**src/rtl/seg7_pkg.sv**
```systemverilog
// Shared constants for the seven-segment value path: digit codes, FSM encoding, BCD sizing.
package seg7_pkg;

  localparam logic [3:0] DIG_BLANK = 4'hA;
  localparam logic [3:0] DIG_OVF   = 4'hB;
  localparam logic [3:0] DIG_MINUS = 4'hF;

  localparam logic [1:0] ST_IDLE = 2'd0;
  localparam logic [1:0] ST_CONV = 2'd1;
  localparam logic [1:0] ST_FMT  = 2'd2;
  localparam logic [1:0] ST_HOLD = 2'd3;

  // One spare BCD digit above the displayed ones, used only to detect overflow.
  function automatic int unsigned bcdWidth(input int unsigned numDig);
    return 4 * (numDig + 1);
  endfunction

endpackage

```
**src/rtl/bin2bcd_seq.sv**
```systemverilog
// Iterative shift-add-3 binary to BCD converter, one magnitude bit per clock.
module bin2bcd_seq
  import seg7_pkg::*;
#(
  parameter int unsigned DATA_W  = 10,
  parameter int unsigned NUM_DIG = 4
) (
  input  logic                             clk,
  input  logic                             rstN,
  input  logic                             start,
  input  logic [DATA_W-1:0]                magIn,
  output logic                             done,
  output logic [bcdWidth(NUM_DIG)-1:0]     bcd
);

  localparam int unsigned BCD_W  = bcdWidth(NUM_DIG);
  localparam int unsigned ITER_W = $clog2(DATA_W + 1);
  localparam logic [ITER_W-1:0] ITER_LAST = ITER_W'(DATA_W - 1);

  logic [DATA_W-1:0] magQ;
  logic [BCD_W-1:0]  bcdQ;
  logic [BCD_W-1:0]  bcdAdj;
  logic [ITER_W-1:0] iterQ;
  logic              runQ;

  always_comb begin
    bcdAdj = bcdQ;
    for (int k = 0; k <= int'(NUM_DIG); k++) begin
      if (bcdQ[4*k +: 4] >= 4'd5) bcdAdj[4*k +: 4] = bcdQ[4*k +: 4] + 4'd3;
    end
  end

  always_ff @(posedge clk) begin
    if (!rstN) begin
      runQ  <= 1'b0;
      iterQ <= '0;
      magQ  <= '0;
      bcdQ  <= '0;
    end else if (start) begin
      runQ  <= 1'b1;
      iterQ <= '0;
      magQ  <= magIn;
      bcdQ  <= '0;
    end else if (runQ) begin
      bcdQ  <= {bcdAdj[BCD_W-2:0], magQ[DATA_W-1]};
      magQ  <= magQ << 1;
      iterQ <= iterQ + ITER_W'(1);
      if (iterQ == ITER_LAST) runQ <= 1'b0;
    end
  end

  // done marks the final shift cycle; bcd holds the full result from the next cycle on.
  assign done = runQ && (iterQ == ITER_LAST);
  assign bcd  = bcdQ;

endmodule

```
**src/rtl/seg7_value_ctrl.sv**
```systemverilog
// Accepts signed readings, converts them to display digit codes and holds each result on screen.
module seg7_value_ctrl
  import seg7_pkg::*;
#(
  parameter int unsigned DATA_W   = 10,
  parameter int unsigned NUM_DIG  = 4,
  parameter int unsigned HOLD_CYC = 5000000
) (
  input  logic                   iCLK,
  input  logic                   iRST_N,
  input  logic [DATA_W-1:0]      iDATA,
  input  logic                   iVALID,
  output logic                   oREADY,
  input  logic                   iBLANK,
  output logic [4*NUM_DIG-1:0]   oDIG,
  output logic                   oUPD,
  output logic                   oBUSY
);

  localparam int unsigned BCD_W = bcdWidth(NUM_DIG);
  localparam int unsigned CNT_W = (HOLD_CYC > 1) ? $clog2(HOLD_CYC) : 1;
  localparam logic [CNT_W-1:0] CNT_LAST = CNT_W'((HOLD_CYC > 0) ? HOLD_CYC - 1 : 0);
  localparam logic [4*NUM_DIG-1:0] DIG_RESET = {{(NUM_DIG-1){DIG_BLANK}}, 4'h0};

  logic [1:0]           stateQ, stateD;
  logic                 signQ;
  logic [4*NUM_DIG-1:0] digQ, digD;
  logic                 updQ;
  logic [CNT_W-1:0]     cntQ;
  logic                 ready, start, convDone, ovf;
  logic [DATA_W-1:0]    mag;
  logic [BCD_W-1:0]     bcd;
  int                   msd;

  assign ready = iRST_N && (stateQ == ST_IDLE);
  assign start = ready && iVALID;
  // Unsigned magnitude keeps the most-negative input as 2^(DATA_W-1).
  assign mag   = iDATA[DATA_W-1] ? (~iDATA + DATA_W'(1)) : iDATA;

  bin2bcd_seq #(
    .DATA_W (DATA_W),
    .NUM_DIG(NUM_DIG)
  ) uConv (
    .clk  (iCLK),
    .rstN (iRST_N),
    .start(start),
    .magIn(mag),
    .done (convDone),
    .bcd  (bcd)
  );

  always_comb begin
    stateD = stateQ;
    unique case (stateQ)
      ST_IDLE: if (iVALID) stateD = ST_CONV;
      ST_CONV: if (convDone) stateD = ST_FMT;
      ST_FMT:  stateD = (HOLD_CYC == 0) ? ST_IDLE : ST_HOLD;
      ST_HOLD: if (cntQ == CNT_LAST) stateD = ST_IDLE;
      default: stateD = ST_IDLE;
    endcase
  end

  always_comb begin
    msd  = 0;
    digD = '0;
    for (int k = 1; k < int'(NUM_DIG); k++) begin
      if (bcd[4*k +: 4] != 4'd0) msd = k;
    end
    ovf = (bcd[4*NUM_DIG +: 4] != 4'd0) || (signQ && (bcd[4*(NUM_DIG-1) +: 4] != 4'd0));
    for (int k = 0; k < int'(NUM_DIG); k++) begin
      if (ovf)                          digD[4*k +: 4] = DIG_OVF;
      else if (k <= msd)                digD[4*k +: 4] = bcd[4*k +: 4];
      else if (signQ && k == msd + 1)   digD[4*k +: 4] = DIG_MINUS;
      else                              digD[4*k +: 4] = DIG_BLANK;
    end
  end

  always_ff @(posedge iCLK) begin
    if (!iRST_N) begin
      stateQ <= ST_IDLE;
      signQ  <= 1'b0;
      digQ   <= DIG_RESET;
      updQ   <= 1'b0;
      cntQ   <= '0;
    end else begin
      stateQ <= stateD;
      updQ   <= (stateQ == ST_FMT);
      if (start) signQ <= iDATA[DATA_W-1];
      if (stateQ == ST_FMT) digQ <= digD;
      if (stateQ == ST_HOLD) cntQ <= (cntQ == CNT_LAST) ? '0 : cntQ + CNT_W'(1);
    end
  end

  assign oREADY = ready;
  assign oBUSY  = (stateQ != ST_IDLE);
  assign oUPD   = updQ;
  assign oDIG   = iBLANK ? {NUM_DIG{DIG_BLANK}} : digQ;

endmodule
```
**config.mk**
```make
export PLATFORM = sky130hd
export DESIGN_NAME = seg7_value_ctrl
export DESIGN_NICKNAME = d
export VERILOG_FILES = /design/src/rtl/seg7_pkg.sv /design/src/rtl/bin2bcd_seq.sv /design/src/rtl/seg7_value_ctrl.sv
export SDC_FILE = /design/constraint.sdc
export NUM_CORES = 1
export LEC_CHECK = 0
export ABC_AREA = 1
export BUFFER_PORTS_ARGS = -buffer_cell sky130_fd_sc_hd__buf_4
export CORE_MARGIN = 3
export CORE_UTILIZATION = 55
export CTS_BUF_LIST = sky130_fd_sc_hd__clkbuf_4 sky130_fd_sc_hd__clkbuf_8 sky130_fd_sc_hd__clkbuf_16
export DETAILED_ROUTE_END_ITERATION = 16
export GPL_ROUTABILITY_DRIVEN = 0
export HOLD_SLACK_MARGIN = 0.08
export PLACE_DENSITY_LB_ADDON = 0.05
export SLEW_MARGIN = 20
export SYNTH_ARGS = -nofsm -noshare
export SYNTH_HDL_FRONTEND = slang
export SYNTH_SLANG_ARGS = --single-unit
export TNS_END_PERCENT = 30
```
**constraint.sdc**
```tcl
create_clock -name iCLK -period 1.6 [get_ports iCLK]
set_input_delay 0.16 -clock iCLK [delete_from_list [all_inputs] [get_ports iCLK]]
set_output_delay 0.16 -clock iCLK [all_outputs]
set_load 0.01 [all_outputs]
```
# Word-level counts from Yosys, hierarchy flattened
# Index checks and enable logic that the tools add are counted.
[classes] bitwise=2 n_eq_ne=11 magnitude_cmp=9 n_reduce_logical=19 n_addsub=9 mux=32
[ops] op="equality test 3 x 32 -> 1 bit (first input constant)" n=2
[ops] op="<= comparator 3 x 32 -> 1 bit (first input constant)" n=2
[ops] op="2-to-1 mux 32 bit" n=2
[ops] op="2-to-1 mux 4 bit" n=12
[ops] op="adder 32 x 2 -> 32 bit (second input constant)" n=1
[ops] op="equality test 2 x 32 -> 1 bit (first input constant)" n=1
[ops] op="<= comparator 1 x 32 -> 1 bit (first input constant)" n=1
[ops] op="<= comparator 2 x 32 -> 1 bit (first input constant)" n=1
[ops] op="zero test 32 bit" n=1
[ops] op="2-to-1 mux 10 bit" n=3
[ops] op="adder 23 x 1 -> 23 bit (second input constant)" n=1
[ops] op="equality test 23 bit (second input constant)" n=1
[ops] op="2-to-1 mux 23 bit" n=1
[ops] op="greater-or-equal comparator 4 x 3 -> 1 bit (second input constant)" n=5
[ops] op="adder 4 x 2 -> 4 bit (second input constant)" n=4
[ops] op="2-to-1 mux 16 bit" n=1
[ops] op="nonzero test 4 bit" n=4
[ops] op="2-to-1 mux 3 bit" n=5
[ops] op="adder 10 x 1 -> 10 bit (second input constant)" n=1
[ops] op="inverter 10 bit" n=1
[ops] op="logical AND 1 bit" n=8
[ops] op="one-hot mux 2 bit (4 select lines)" n=1
[ops] op="2-to-1 mux 2 bit" n=3
[ops] op="adder 4 x 1 -> 4 bit (second input constant)" n=1
[ops] op="13 further kinds" n=19
[totals] reg_bits=78 inputBits=14 out_inout_bits=19 word_cells=91

# Logic depth before layout (Yosys ltp)
# Gate-level depths: netlist of the first run.
[depth] depth_word=10 mapped_depth=11 depth_no_buf=11

# By module
# Synthesis of the first run repeated with hierarchy kept, for this count alone.
[hier_totals] hier_cells=675 hier_area_um2=4520.6
[modules_own_cells] mod="seg7_value_ctrl" n_inst=1 seq_area_each_um2=860.8 area_each_um2=2662.6 cells_each=410
[modules_own_cells] mod="bin2bcd_seq" n_inst=1 seq_area_each_um2=700.7 area_each_um2=1858.0 cells_each=265

# Worst setup path before layout of the first run
# OpenSTA, ideal clock, no wires.
[synth_timing] path_kind="flip-flop to flip-flop" from="reg stateQ[0]" to="reg digQ[3]" path_slack_ns=0.067 t_required_ns=1.485 n_path_buf=2 path_stages_with_launch=9 arrival_ns=1.418 path_cell_list="dfxtp_1 -> inv_1 -> ha_1 -> buf_2 -> inv_1 -> clkbuf_1 -> a21oi_1 -> o21ai_0 -> inv_1"
[synth_via] elab_chain_cells=1
[synth_lines] item="start, declared" line_no="seg7_value_ctrl.sv:25" text="logic [1:0] stateQ, stateD;"
[synth_lines] item="start signal, assigned" line_no="seg7_value_ctrl.sv:86" text="stateQ <= stateD;"
[synth_lines] item="equality test 2 bit" line_no="seg7_value_ctrl.sv:89" text="if (stateQ == ST_FMT) digQ <= digD;"
[synth_lines] item="end signal, assigned" line_no="seg7_value_ctrl.sv:89"
[synth_lines] item="end, declared" line_no="seg7_value_ctrl.sv:27" text="logic [4*NUM_DIG-1:0] digQ, digD;"
# Every way passes these cells.
# A chain may end at the register's enable or synchronous reset.

# Final worst setup path of the first run
[layout_timing] from="reg uConv.bcdQ[9] (netlist: uConv.bcd[9])" to="reg digQ[4]"
[layout_via] elab_chain_cells=9 elab_cells_between_ends=10
[layout_lines] item="start, declared" line_no="bin2bcd_seq.sv:21" text="logic [BCD_W-1:0] bcdQ;"
[layout_lines] item="start signal, assigned" line_no="bin2bcd_seq.sv:45" text="bcdQ <= {bcdAdj[BCD_W-2:0], magQ[DATA_W-1]};"
[layout_lines] item="nonzero test 4 bit (*)" line_no="seg7_value_ctrl.sv:67" text="if (bcd[4*k +: 4] != 4'd0) msd = k;"
[layout_lines] item="2-to-1 mux 32 bit (*) (2 in a row)" line_no="seg7_value_ctrl.sv:67"
[layout_lines] item="adder 32 x 2 -> 32 bit" line_no="seg7_value_ctrl.sv:73" text="else if (signQ && k == msd + 1) digD[4*k +: 4] = DIG_MINUS;"
[layout_lines] item="equality test 2 x 32 -> 1 bit" line_no="seg7_value_ctrl.sv:73"
[layout_lines] item="logical AND 1 bit" line_no="seg7_value_ctrl.sv:73"
[layout_lines] item="2-to-1 mux 3 bit" line_no="seg7_value_ctrl.sv:73"
[layout_lines] item="2-to-1 mux 4 bit (*)" line_no="seg7_value_ctrl.sv:72" text="else if (k <= msd) digD[4*k +: 4] = bcd[4*k +: 4];"
[layout_lines] item="2-to-1 mux 4 bit (*)" line_no="seg7_value_ctrl.sv:71" text="if (ovf) digD[4*k +: 4] = DIG_OVF;"
# Every way passes the cells marked *; elsewhere a longest branch is shown, timed or not.

==> results.toml, run 1 <==
[status]
status = "finished, final reports clean"

[finish]
multi_input_area_sq_um = 2539
fin_nets = 732
seq_area_sq_um = 1570
syn_to_final_growth_pct = 18.54
drive_gt1_frac = 0.2009
fin_area_sq_um = 5264
layout_commonest_cell = "nand2_1"
stdcell_count = 804
layout_common_cells = "147 x nand2_1, 79 x inv_1, 71 x dfxtp_1, 64 x nor2_1, 59 x buf_4"
fill_cells = 675
diodes = 0

[sta]
skew_ps = 6.989
setup_viol_count_final = 0
hold_violations = 0
relSlewSlack = 0.8202
rsz0062_at_grt = "true"
period_share = 0.9436
worst_pin_slew_ps = 267.6
slew_violations = 0
timing.hold.ws_ps = 103.4
worst_slack_ps = 90.20
fmax_mhz = 662.3
min_period_ps = 1510
finalSetupTns_ps = 0

[drt]
finalWirelength_mm = 10.31
first_pass_iters = 6
vias = 4128
dr.first_iter.drc_count = 184
ant_nets = 0
drt-vias-per-instance = 5.134
wl_per_cell_microns = 12.83
drc = 0

[cts]
cts_buffer_depth = 2
cts_tree = "built"
cts.htree.levels = 3
cts_buffers = 9
cts.clk_slew.worst_paths_ps = 80
numClockSinks = 78
cts-root-buf = "clkbuf_8"
clk_latency_ps = 350

[global_routing]
grt-busiest-layer = "met2"
grt_pass1_vias = 3835
grtUsageMet3 = 0.03753
met1_usage = 0.3001
grt_start_max_net_pins = 30
grt_first_pass_wirelength_mm = 17.22
antenna_found_initial = 0
track_usage = 0.2381
grt_util_met2 = 0.3966
gr-total-overflow = 0

[placed_design]
placed_cell_area_sq_um = 4903
hpwl_mm = 7.568
dp_slack_ps = 29.52
portBuffers = 32
dp_cells = 781

[worst_setup_path]
cp_slowest_cell = "dfxtp_1"
critical_path_required_ps = 1850
max_stage_delay_ps = 340
critical_path_buf_inv_count = 2
crit_type = "flop to flop"
cp_common_cell = "inv_1"
crit_family = "simple AND/OR/NAND/NOR gates"
critPathMaxFanout = 5
critPathArrivalTime_ps = 1760
start_kind = "flop"
critPathCaptureType = "flop"
path_cells = "inv_1, ha_1, nand4_1, nor2_2, nor2_1, o21ai_0, inv_1"

[synth]
synth_edf_count = 0
ys.flop_type = "dfxtp_1"
syn_inst = 640
netlist_area_sq_um = 4441
synth_area_leader_cell = "dfxtp_1"
synth_area_leaders = "dfxtp_1 35%, nand2_1 12%, inv_1 6.9%"
synth.avg_cell_area_sq_um = 6.938
synth-seq-cells = 78
yosys.area.top_type_share = 0.3516
ys_warn_count = 0
yosysSeqAreaShare = 0.3516
synth_nets = 675
synthArstFlopShare = 0
ys_types = 39

[power]
vdd_ir_drop_max_mv = 0.5775
leakagePower_uw = 0.002268
power_density_nw_per_um2 = 1010

[floorplan]
die_w_microns = 95.86
io-pin-count = 33
die-area_sq_um = 9188
start_util = 0.5717
rows = 32
fp.dieH_microns = 95.86
coreArea_sq_um = 7767

[run]
maxCapViolations = 0

[min_path]
hold_path_class = "primary input to flop"
state kept, by name (all words and copies together) (netlist names):
signal,count
cntQ,23
uConv.bcd,20
uConv.magQ,10
uConv.iterQ,4
uConv.runQ,1
stateQ,2
digQ,16
oUPD,1
signQ,1
worst paths after layout:
kind / end / slack (ps) / cells past startpoint / startpoint
max reg2reg: digQ[4] / 90 / 7 / uConv.bcd[9]
max: digQ[4] / 90 / 7 / uConv.bcd[9]
min: digQ[15] / 100 / 2 / iRST_N
min reg2reg: digQ[6] / 470 / 2 / digQ[6]
kinds of logic (layout without fill, tap and decap cells):
group | Yosys count | count (layout) | synth area share
AND/OR/NAND/NOR | 300 | 301 | 0.3130
AO/OA/AOI/OAI | 112 | 112 | 0.1352
buffers and inverters | 106 | 167 | 0.09552
flip-flops | 78 | 78 | 0.3516
XOR/XNOR | 23 | 23 | 0.04537
adder cells (fa/ha/maj) | 21 | 21 | 0.05917
power by group:
part           total [uW]  internal, uW  switching (uW)
clock                1540           781             755
sequential           2280          2150             127
combinational        1500           601             897
total                5320          3540            1780
layer usage:
layer | vias up | routed length (microns)
li1 | 2157 | -
met1 | 1875 | 4769
met2 | 73 | 4950
met3 | 23 | 343
met4 | 0 | 249
met5 | - | 0
repair_timing:
item | CTS | global route
setup buffers | 0 | 5
setup endpoints to repair | 0 | 37
resized for setup | 0 | 34
hold endpoints to repair | 1 | 0
hold buffers | 1 | 0
synth_stat cells (3+ instances only):
library cell,count
nand2_1,147
inv_1,82
dfxtp_1,78
nor2_1,69
a21oi_1,53
o21ai_0,41
nand3_1,34
ha_1,21
xor2_1,20
nor3_1,11
clkbuf_1,9
nand4_1,9
or2_2,9
buf_2,5
inv_2,5
nor2_4,5
o22ai_1,5
nand2_2,4
a31oi_1,3
nand3_2,3
nor3_4,3
xnor2_1,3
area by class of cell:
cell class              instances  share of cell area
flip-flops and latches         78              0.2983
multi-input cells             457              0.4823
repair buffers                 62             0.09033
clock buffers                  11             0.02757
clock inverters                 5             0.01117
inverters                      89             0.06608
well taps                     102             0.02425
per-stage QoR:
step | power, uW | utilization
finish | 5316 | 0.6777
global route | 5640 | 0.6777
CTS | 5232 | 0.6588
detailed placement | 3712 | 0.6313
global placement | 3682 | 0.6313
floorplan | 3234 | -
Note: power is estimated with default switching activity, not from simulation.
==> run 2: changes to the inputs <==
--- a/config.mk
+++ b/config.mk
@@ -6,14 +6,14 @@
 export NUM_CORES = 1
 export LEC_CHECK = 0
 export ABC_AREA = 1
-export BUFFER_PORTS_ARGS = -buffer_cell sky130_fd_sc_hd__buf_4
+export BUFFER_PORTS_ARGS = -buffer_cell sky130_fd_sc_hd__buf_2
 export CORE_MARGIN = 3
-export CORE_UTILIZATION = 55
+export CORE_UTILIZATION = 45
 export CTS_BUF_LIST = sky130_fd_sc_hd__clkbuf_4 sky130_fd_sc_hd__clkbuf_8 sky130_fd_sc_hd__clkbuf_16
 export DETAILED_ROUTE_END_ITERATION = 16
 export GPL_ROUTABILITY_DRIVEN = 0
 export HOLD_SLACK_MARGIN = 0.08
-export PLACE_DENSITY_LB_ADDON = 0.05
+export PLACE_DENSITY_LB_ADDON = 0.1
 export SLEW_MARGIN = 20
 export SYNTH_ARGS = -nofsm -noshare
 export SYNTH_HDL_FRONTEND = slang
==> results.toml, run 2 (synthesized netlist as in run 1, its figures left out) <==
[drt]
met2_length_mm = 5.368
ant_nets = 0
wl_per_cell_microns = 12.47
dr.first_iter.drc_count = 153
vias = 4137
first_pass_iters = 4
finalWirelength_mm = 10.45
met3_wirelength_microns = 219
top_layer = "met4"
met1Wirelength_mm = 4.720
drc = 0
drt-vias-per-instance = 4.937

[finish]
regMostFlops = "cntQ"
fin_nets = 739
seq_area_sq_um = 1567
layout_commonest_cell = "nand2_1"
drive_gt1_frac = 0.2073
largest_register_ffs = 23
multi_input_area_sq_um = 2537
syn_to_final_growth_pct = 19.16
fill_cells = 930
layout_common_cells = "146 x nand2_1, 76 x inv_1, 74 x dfxtp_1, 67 x nor2_1, 52 x a21oi_1"
fin_area_sq_um = 5291
diodes = 0

[sta]
rsz0062_at_grt = "true"
skew_ps = 8.688
period_share = 0.9493
slew_violations = 0
relSlewSlack = 0.7760
hold_violations = 0
setup_viol_count_final = 0
worst_pin_slew_ps = 334.9
fmax_mhz = 658.4
min_period_ps = 1519
finalSetupTns_ps = 0

[floorplan]
die-area_sq_um = 11100
coreArea_sq_um = 9415
die_w_microns = 105.3
start_util = 0.4716
fp.dieH_microns = 105.3
io-pin-count = 33
rows = 35

[power]
vdd_ir_drop_max_mv = 0.6314
total_power_uw = 5530
power_density_nw_per_um2 = 1045
leakagePower_uw = 0.002298

[worst_setup_path]
r2r_start = "stateQ[0]"
path_cells = "inv_2, ha_1, clkinvlp_4, nor2_8, buf_4, nand2_1, o22ai_1, nand2_1"
critPathCaptureType = "flop"
start_kind = "flop"
max_stage_delay_ps = 350
cp_slowest_cell = "dfxtp_2"
r2r_cells = 8
crit_type = "flop to flop"
path_depth = 8
crit_family = "buffers and inverters"
cp_common_cell = "nand2_1"
critPathArrivalTime_ps = 1770
critical_path_buf_inv_count = 3
critical_path_required_ps = 1850
critPathMaxFanout = 5
startpoint = "stateQ[0]"

[placed_design]
hpwl_mm = 7.991
portBuffers = 32
placed_cell_area_sq_um = 4910

[cts]
cts_buffers = 9
cts_buffer_depth = 2
numClockSinks = 78
clk_latency_ps = 360
cts.clk_slew.worst_paths_ps = 80
cts_tree = "built"
cts-root-buf = "clkbuf_8"
cts.htree.levels = 3

[run]
maxCapViolations = 0

[global_routing]
track_usage = 0.1920
gr-total-overflow = 0
grt_pass1_vias = 3898
grt_first_pass_wirelength_mm = 17.58
antenna_found_initial = 0
grt_start_max_net_pins = 20

[min_path]
hold_path_class = "primary input to flop"
min_from = "iRST_N"
min_path_cells = 3

[status]
status = "finished, final reports clean"
run 2: cell types whose count changed in the layout (fill, tap and decap cells not counted), sizes merged:
cell / before / now
buf: 61 / 69
bufinv: 1 / 2
clkbuf: 11 / 10
clkinvlp: 3 / 2
inv: 88 / 89
nor2: 77 / 76
run 2: through the flow:
step / hold slack, ps / setup WS [ps] / utilization / cells
after global routing: 153.3 / -26.32 / 0.5620 / 838
after CTS: 129.9 / 13.19 / 0.5472 / 832
final: 154.3 / 81.17 / 0.5620 / 838
after global placement: 434.4 / 58.86 / 0.5215 / 815
after detailed placement: 442.0 / 11.51 / 0.5215 / 815
after floorplan: 307.3 / 66.69 / - / 640
run 2: layout make-up:
class                   instances  area share
multi-input cells             456      0.4795
well taps                     129     0.03050
flip-flops and latches         78      0.2961
clock buffers                  10     0.02601
clock inverters                 6     0.01773
inverters                      89     0.06479
repair buffers                 70     0.08536
run 2: report_power, final:
group          internal, uW  switching (uW)  total, uW
logic                   637             919       1560
registers              2150             118       2270
clock network           932             771       1700
total                  3720            1810       5530
run 2: layer usage:
metal	track usage	vias up
li1	-	2175
met1	0.2303	1905
met2	0.3506	42
met3	0.03123	15
met4	0.05530	0
met5	0	-
run 2: what timing repair did:
action / in CTS / in global routing
gates cloned: 0 / 0
pin swaps: 0 / 9
gates resized for setup: 1 / 33
setup buffers: 0 / 6
setup endpoints to repair: 1 / 42
hold buffers: 1 / 0
endpoints found under the hold margin: 1 / 0
run 2: worst paths after layout:
path / slack [ps] / end
hold reg to reg: 470 / digQ[10]
setup / recovery: 80 / digQ[13]
setup reg to reg: 80 / digQ[13]
hold / removal: 150 / uConv.magQ[4]
run 2: worst register-to-register path, stage by stage, from the launching register on:
cell,delay [ps]
dfxtp_2,350
inv_2,80
ha_1,220
clkinvlp_4,210
nor2_8,160
buf_4,130
nand2_1,60
o22ai_1,150
nand2_1,70
==> run 3: changes to the inputs <==
--- a/config.mk
+++ b/config.mk
@@ -6,7 +6,7 @@
 export NUM_CORES = 1
 export LEC_CHECK = 0
 export ABC_AREA = 1
-export BUFFER_PORTS_ARGS = -buffer_cell sky130_fd_sc_hd__buf_2
+export BUFFER_PORTS_ARGS = -buffer_cell sky130_fd_sc_hd__clkbuf_2
 export CORE_MARGIN = 3
 export CORE_UTILIZATION = 45
 export CTS_BUF_LIST = sky130_fd_sc_hd__clkbuf_4 sky130_fd_sc_hd__clkbuf_8 sky130_fd_sc_hd__clkbuf_16
==> results.toml, run 3 (synthesized netlist as in run 1, its figures left out) <==
[status]
status = "finished, final reports clean"

[finish]
fill_cells = 939
fin_nets = 736
layout_commonest_cell = "nand2_1"
drive_gt1_frac = 0.1983
layout_common_cells = "144 x nand2_1, 77 x inv_1, 75 x dfxtp_1, 67 x nor2_1, 53 x a21oi_1"
diodes = 0
syn_to_final_growth_pct = 17.36
regMostFlops = "cntQ"
largest_register_ffs = 23

[power]
total_power_uw = 5164
leakagePower_uw = 0.002261
switching_share = 0.3440
p_switching_uw = 1776
power_density_nw_per_um2 = 990.9
p_clk_frac = 0.257
p_comb_frac = 0.298
p_int_uw = 3388
p_seq_frac = 0.445
vdd_ir_drop_max_mv = 0.5326

[cts]
cts.clk_slew.worst_paths_ps = 80
cts_tree = "built"
numClockSinks = 78
cts-root-buf = "clkbuf_8"
cts_buffer_depth = 2
cts.htree.levels = 3
clk_latency_ps = 350
cts_buffers = 9

[global_routing]
grt_first_pass_wirelength_mm = 17.86
antenna_found_initial = 0
met1_usage = 0.2439
grt_pass1_vias = 3951
gr-total-overflow = 0
grtUsageMet3 = 0.04103
grt_util_met2 = 0.3320
track_usage = 0.1936
grt-busiest-layer = "met2"
grt_start_max_net_pins = 20

[worst_setup_path]
cp_common_cell = "nand2_2"
path_depth = 10
r2r_cells = 10
critPathArrivalTime_ps = 1830
start_kind = "flop"
crit_type = "flop to flop"
critical_path_buf_inv_count = 3
critPathCaptureType = "flop"
path_cells = "inv_1, ha_4, nand2_2, nand2_2, nand3b_4, nor2_8, buf_6, buf_4, nand2_1, a21oi_1"
critical_path_required_ps = 1880
crit_family = "simple AND/OR/NAND/NOR gates"
max_stage_delay_ps = 320
cp_slowest_cell = "dfxtp_1"
critPathMaxFanout = 6

[drt]
drt-vias-per-instance = 4.892
drc = 0
vias = 4085
wl_per_cell_microns = 12.39
ant_nets = 0
dr.first_iter.drc_count = 199
finalWirelength_mm = 10.35
first_pass_iters = 4

[sta]
min_period_ps = 1547
relSlewSlack = 0.7674
period_share = 0.9668
skew_ps = 15.34
hold_violations = 0
rsz0062_at_grt = "true"
setup_viol_count_final = 0
slew_violations = 0
timing.hold.ws_ps = 180.4
fmax_mhz = 646.4
worst_pin_slew_ps = 347.8

[floorplan]
fp.dieH_microns = 105.3
io-pin-count = 33
coreArea_sq_um = 9415
die_w_microns = 105.3
die-area_sq_um = 11100
start_util = 0.4716
rows = 35

[placed_design]
hpwl_mm = 7.961
portBuffers = 32

[min_path]
hold_path_class = "primary input to flop"
min_path_cells = 3

[run]
maxCapViolations = 0
## run 3: cell count changes in the layout (fill, tap and decap cells not counted), moves of 3 or more
cell / previous run / this run
dfxtp_2: 4 / 1
buf_4: 36 / 31
clkbuf_2: 0 / 32
buf_2: 32 / 0
## run 3: layout make-up
cell class | instances | area, sq um | share of cell area
inverter | 89 | 342.8 | 0.06579
clock buffer | 11 | 138.9 | 0.02665
sequential | 78 | 1570 | 0.3013
timing repair buffer | 67 | 436.7 | 0.08379
tap | 129 | 161.4 | 0.03097
multi-input combinational | 456 | 2525 | 0.4845
clock inverter | 5 | 36.28 | 0.006963
## run 3: path summary, 6_finish.rpt
path | from | endpoint | slack, ps
min reg2reg | digQ[14] | digQ[14] | 470
max reg2reg | uConv.bcd[13] | digQ[2] | 50
max | uConv.bcd[13] | digQ[2] | 50
min | iVALID | uConv.runQ | 180
## run 3: metrics by stage
| stage | worst slack [ps] | instance area, sq um | TNS, ps | instances | utilization |
|---|---|---|---|---|---|
| global route | -23.49 | 5211 | -56.43 | 835 | 0.5535 |
| floorplan | 66.69 | 4441 | 0 | 640 | - |
| finish | 53.07 | 5211 | 0 | 835 | 0.5535 |
| CTS | 6.798 | 5082 | 0 | 830 | 0.5398 |
| detailed placement | -11.16 | 4895 | -11.16 | 813 | 0.5199 |
| global placement | 66.44 | 4895 | 0 | 813 | 0.5199 |
## run 3: repair_timing
item,4_1_cts,5_1_grt
hold buffers,1,0
setup endpoints to repair,1,55
pin swaps,0,5
setup buffers,0,5
gates cloned,0,0
gates resized for setup,1,31
endpoints found under the hold margin,1,0
## run 3: worst reg2reg max path, cell delays in order, from the launching register on
cell,delay (ps)
dfxtp_1,320
inv_1,100
ha_4,170
nand2_2,90
nand2_2,100
nand3b_4,130
nor2_8,180
buf_6,140
buf_4,100
nand2_1,50
a21oi_1,120
## run 3: power groups by stage
stage,sequential [uW],combinational (uW),clock (uW)
6_report,2300,1540,1330
2_1_floorplan,2290,945,0
3_3_place_gp,2310,1380,0
4_1_cts,2270,1420,1370
3_5_place_dp,2310,1410,0
5_1_grt,2330,1750,1450
## run 3: metal layers
layer / share of wire / up-vias
met5: 0 / -
met2: 0.49 / 53
met1: 0.47 / 1853
li1: - / 2164
met4: 0.013 / 0
met3: 0.026 / 15
